$ cat src/rtl/cdc_pkg.sv
// cdc_pkg: shared FSM encoding and ID-width helper for the bus arbiter.
package cdc_pkg;

    typedef enum logic {IDLE = 1'b0, SEND = 1'b1} state_e;

    function automatic int id_width(input int n);
        return (n > 2) ? $clog2(n) : 1;
    endfunction

endpackage

$ cat src/rtl/rr_picker.sv
// rr_picker: combinational rotate-priority picker, first request at or after ptr_i wins.
module rr_picker #(
    parameter int NB_REQ = 4,
    parameter int ID_W   = 2
) (
    input  logic [NB_REQ-1:0] req_i,
    input  logic [ID_W-1:0]   ptr_i,
    output logic [NB_REQ-1:0] grant_o,
    output logic [ID_W-1:0]   idx_o,
    output logic              any_o
);

    logic [ID_W-1:0] cand;

    // Scan from the farthest offset down so the nearest request to ptr_i wins.
    always_comb begin
        idx_o = '0;
        cand  = '0;
        for (int i = NB_REQ - 1; i >= 0; i--) begin
            cand = ID_W'((int'(ptr_i) + i) % NB_REQ);
            if (req_i[cand]) idx_o = cand;
        end
    end

    assign any_o   = |req_i;
    assign grant_o = any_o ? (NB_REQ'(1) << idx_o) : '0;

endmodule

$ cat src/rtl/data_bus_arbiter.sv
// data_bus_arbiter: round-robin N:1 stream arbiter with a single registered output slot.
module data_bus_arbiter
    import cdc_pkg::*;
#(
    parameter  int NB_REQ    = 4,
    parameter  int BUS_WIDTH = 8,
    localparam int ID_W      = id_width(NB_REQ)
) (
    input  logic                        aclk,
    input  logic                        arst,
    input  logic [NB_REQ-1:0]           tvalid_i,
    output logic [NB_REQ-1:0]           tready_i,
    input  logic [NB_REQ*BUS_WIDTH-1:0] tdata_i,
    output logic                        tvalid_o,
    input  logic                        tready_o,
    output logic [BUS_WIDTH-1:0]        tdata_o,
    output logic [ID_W-1:0]             tid_o,
    output logic                        busy_o
);

    state_e                state_q, state_d;
    logic [ID_W-1:0]       ptr_q, ptr_d, id_q, id_d, idx;
    logic [BUS_WIDTH-1:0]  data_q, data_d;
    logic [BUS_WIDTH-1:0]  words [NB_REQ];
    logic [NB_REQ-1:0]     grant;
    logic                  any, load_en;

    for (genvar g = 0; g < NB_REQ; g++) begin : g_words
        assign words[g] = tdata_i[g*BUS_WIDTH +: BUS_WIDTH];
    end

    rr_picker #(.NB_REQ(NB_REQ), .ID_W(ID_W)) u_picker (
        .req_i   (tvalid_i),
        .ptr_i   (ptr_q),
        .grant_o (grant),
        .idx_o   (idx),
        .any_o   (any)
    );

    always_comb begin
        load_en = (state_q == IDLE) || tready_o;
        state_d = state_q;
        ptr_d   = ptr_q;
        id_d    = id_q;
        data_d  = data_q;
        if (load_en) begin
            state_d = any ? SEND : IDLE;
            if (any) begin
                data_d = words[idx];
                id_d   = idx;
                ptr_d  = (idx == ID_W'(NB_REQ - 1)) ? '0 : idx + 1'b1;
            end
        end
    end

    always_ff @(posedge aclk or posedge arst) begin
        if (arst) begin
            state_q <= IDLE;
            ptr_q   <= '0;
            id_q    <= '0;
            data_q  <= '0;
        end else begin
            state_q <= state_d;
            ptr_q   <= ptr_d;
            id_q    <= id_d;
            data_q  <= data_d;
        end
    end

    // Reset gates ready so no requester sees a handshake while the slot is being cleared.
    assign tready_i = (load_en && !arst) ? grant : '0;
    assign tvalid_o = (state_q == SEND);
    assign busy_o   = tvalid_o;
    assign tdata_o  = data_q;
    assign tid_o    = id_q;

endmodule

$ cat config.mk
export PLATFORM = sky130hd
export DESIGN_NAME = data_bus_arbiter
export DESIGN_NICKNAME = d
export VERILOG_FILES = /design/src/rtl/cdc_pkg.sv /design/src/rtl/rr_picker.sv /design/src/rtl/data_bus_arbiter.sv
export SDC_FILE = /design/constraint.sdc
export NUM_CORES = 1
export LEC_CHECK = 0
export BUFFER_PORTS_ARGS = -buffer_cell sky130_fd_sc_hd__buf_2
export CAP_MARGIN = 20
export CELL_PAD_IN_SITES_DETAIL_PLACEMENT = 0
export CELL_PAD_IN_SITES_GLOBAL_PLACEMENT = 1
export CORE_MARGIN = 2
export CORE_UTILIZATION = 30
export DETAILED_ROUTE_END_ITERATION = 6
export GPL_TIMING_DRIVEN = 0
export PLACE_DENSITY_LB_ADDON = 0.12
export SETUP_SLACK_MARGIN = 0.15
export SYNTH_ARGS = -nofsm -noshare
export SYNTH_HDL_FRONTEND = slang
export SYNTH_SLANG_ARGS = --single-unit
export TNS_END_PERCENT = 100
$ cat constraint.sdc
create_clock -name aclk -period 3.9 [get_ports aclk]
set_input_delay 0.39 -clock aclk [delete_from_list [all_inputs] [get_ports aclk]]
set_output_delay 0.39 -clock aclk [all_outputs]
set_load 0.02 [all_outputs]
==> impl_metrics.yaml <==
cells_and_area:
  final_core_utilization_pct: 42.81
  drive_gt1_share_pct: 52.63
  synthToLayoutAreaGrowth_pct: 37.22
  fin_cells: 196
  nFillCells: 304
  n_antenna_cell: 0
  fin_nets: 193
  finalInstanceArea_sq_um: 1296
global_route:
  grt_first_pass_wirelength_mm: 4.077
  grt_util_all_layers_pct: 15.56
  grt_max_degree: 15
  grt_pass1_vias: 857
  antenna_found_initial: 0
  globalRouteOverflowTotal: 0
status:
  status: "finished, final reports clean"
cts:
  postCtsSetupBuffers: 0
  cts_buffers: 3
  clock_latency_ns: 0.28
  cts_tree: "done"
  clockBufferDepth: 2
  clkTransAtPathRegs_ns: 0.09
  cts_sinks: 13
  cts_root_buf: "clkbuf_4"
  cts_resized: 0
  htree_levels: 1
  postCtsHoldBufs: 0
die:
  num_io_pins: 55
  start_util_pct: 31.20
  core-area_sq_um: 3028
  dieArea_sq_um: 3614
  die_h_microns: 60.12
  die_w_microns: 60.12
  row_count: 20
job:
  cap_violations: 0
pwr:
  power.density_nw_per_um2: 532.7
  p_total_mw: 0.6905
  leakagePower_nw: 0.6249
  peakVddDrop_v: 0.0002061
routing:
  finalWirelength_mm: 2.564
  post-route-drc-count: 0
  via_per_inst: 4.765
  drtIter0Drc: 44
  first_pass_iters: 4
  vias: 934
  avgRoutedWirePerCell_microns: 13.08
  drtAntennaViolNets: 0
logic_synthesis:
  synth_top_area_share_pct: 34.44
  synthAdderAreaFrac_pct: 1.325
  synthesis.area_sq_um: 944.7
  syn_area_per_cell_sq_um: 10.05
  synthSimpleGateAreaFrac_pct: 11.92
  synth_xor_area_share_pct: 0
  synth-edff-count: 0
  synth_top_area_cell: "dfrtp_1"
  syn_inst: 94
  synthFlopType: "dfrtp_1"
  synth_async_sr_flop_share_pct: 100.0
  synth_cell_types: 27
  synth_compound_area_share_pct: 36.03
  muxShareOfSynthArea_pct: 9.536
  synth_area_leaders: "dfrtp_1 (34%), mux2i_1 (9.5%), a2111oi_2 (9.5%), a211oi_2 (7.9%), a21boi_0 (6.4%)"
  ys_ff_latch: 13
  ys_warn_count: 0
  yosysSeqAreaShare_pct: 34.44
  synth_nets: 134
  synth_top_family_by_area: "compound AO/OA/AOI/OAI gates"
placed_design:
  port_buffers: 54
  dp_cells: 192
  gp_congestion: 0.6914
  dp_slack_ns: 1.665
  hpwl_mm: 1.936
  postPlaceCellArea_sq_um: 1270
timing:
  hold_violations: 0
  final.setup.tns_ns: 0
  fin_crit_sh_pct: 62.24
  setup-violations-final: 0
  holdWs_ns: 0.1755
  rsz0062_at_grt: "no"
  fmax_ghz: 0.4120
  timing.final.ws_setup_ns: 1.473
  fin_skew_ns: 0.004014
  slew_violations: 0
  slew_headroom_pct: 40.25
  worst_slew_pin_slew_ns: 0.8963
  finalWorstPathRequiredPeriod_ns: 2.427
worst_setup_path:
  reg2reg_to: "tdata_o[6]"
  crit_type: "reg -> out"
  rr_startpoint: "ptr_q[1]"
  crit_path_end_kind: "output pin"
  crit_required_ns: 3.51
  reg2reg_depth: 7
  r2r_slack_ns: 2.07
  path_max_fanout: 10
  arrival_ns: 2.04
  worstSetupStartpointType: "flip-flop"
worst_hold_path:
  hold_class: "in -> async"
[where the power goes]
group	switching (mW)	internal, mW	leakage [nW]	total [mW]
Sequential	0.0350	0.185	0.147	0.220
Combinational	0.231	0.150	0.463	0.382
Clock	0.0494	0.0396	0.0150	0.0891
Total	0.316	0.375	0.625	0.690
[worst max path at each step]
stage / startpoint / to / slack (ns) / depth (start not counted)
CTS: ptr_q[1] / tready_i[3] / 1.45 / 8
detailed placement: tvalid_i[2] / tready_i[2] / 1.67 / 7
global placement: tvalid_i[2] / tready_i[2] / 1.66 / 7
finish: ptr_q[1] / tready_i[3] / 1.47 / 8
global route: ptr_q[1] / tready_i[3] / 1.32 / 8
floorplan: ptr_q[1] / tready_i[0] / 1.74 / 6
[synthesized netlist by cell type (2+ instances only)]
| cell | n |
|---|---|
| nand2_1 | 7 |
| inv_1 | 5 |
| mux2i_1 | 9 |
| buf_4 | 2 |
| a21oi_1 | 3 |
| nor2_1 | 8 |
| a21o_1 | 2 |
| a21boi_0 | 8 |
| nor4_1 | 4 |
| dfrtp_1 | 13 |
| a211oi_2 | 6 |
| o21ai_0 | 3 |
| a211oi_1 | 2 |
| buf_2 | 3 |
| a2111oi_0 | 2 |
| a2111oi_2 | 6 |
[cell families after synthesis]
logic type               count (synthesis)
AO/OA/AOI/OAI                           36
AND/OR/NAND/NOR                         23
flip-flops                              13
buffers and inverters                   12
multiplexers                             9
adder cells (fa/ha/maj)                  1
[cell usage in the layout (no fill, tap or decap), drive strengths merged]
cell type  instances
nor3b              1
and3               1
a21boi             8
a2111oi            8
nor4               4
nand2              8
o22ai              1
a211oi             8
o21ai              3
dfrtp             13
mux2i              9
o31ai              1
a21oi              4
buf               60
a21o               2
o21a               1
ha                 1
nor2               9
inv                6
clkbuf             4
[layer usage]
layer | up-vias | routed length (microns) | global-route usage (%)
met5 | - | 0 | 0
met4 | 0 | 38 | 5.714
met3 | 4 | 135 | 2.597
met2 | 35 | 1151 | 23.45
met1 | 422 | 1238 | 22.13
li1 | 473 | - | -
[final cells by class]
class / instances / area [sq um] / area share [%]
Multi-Input combinational cell: 69 / 555.5 / 42.86
Sequential cell: 13 / 325.3 / 25.10
Timing Repair Buffer: 54 / 270.3 / 20.85
Tap cell: 44 / 55.05 / 4.247
Buffer: 6 / 41.29 / 3.185
Clock buffer: 4 / 26.28 / 2.027
Inverter: 6 / 22.52 / 1.737
[sequential cells by signal, indices dropped and copies added (netlist names)]
name,count
tdata_o,8
tid_o,2
ptr_q,2
busy_o,1
[critical path, stage by stage (launching register included)]
cell     delay [ns]
dfrtp_1        0.46
mux2i_1        0.18
a21oi_4        0.28
nand2_2        0.09
inv_2          0.08
buf_6          0.16
ha_1           0.17
and3_1         0.16
buf_2          0.17
Power figures use the tool's default switching activity.
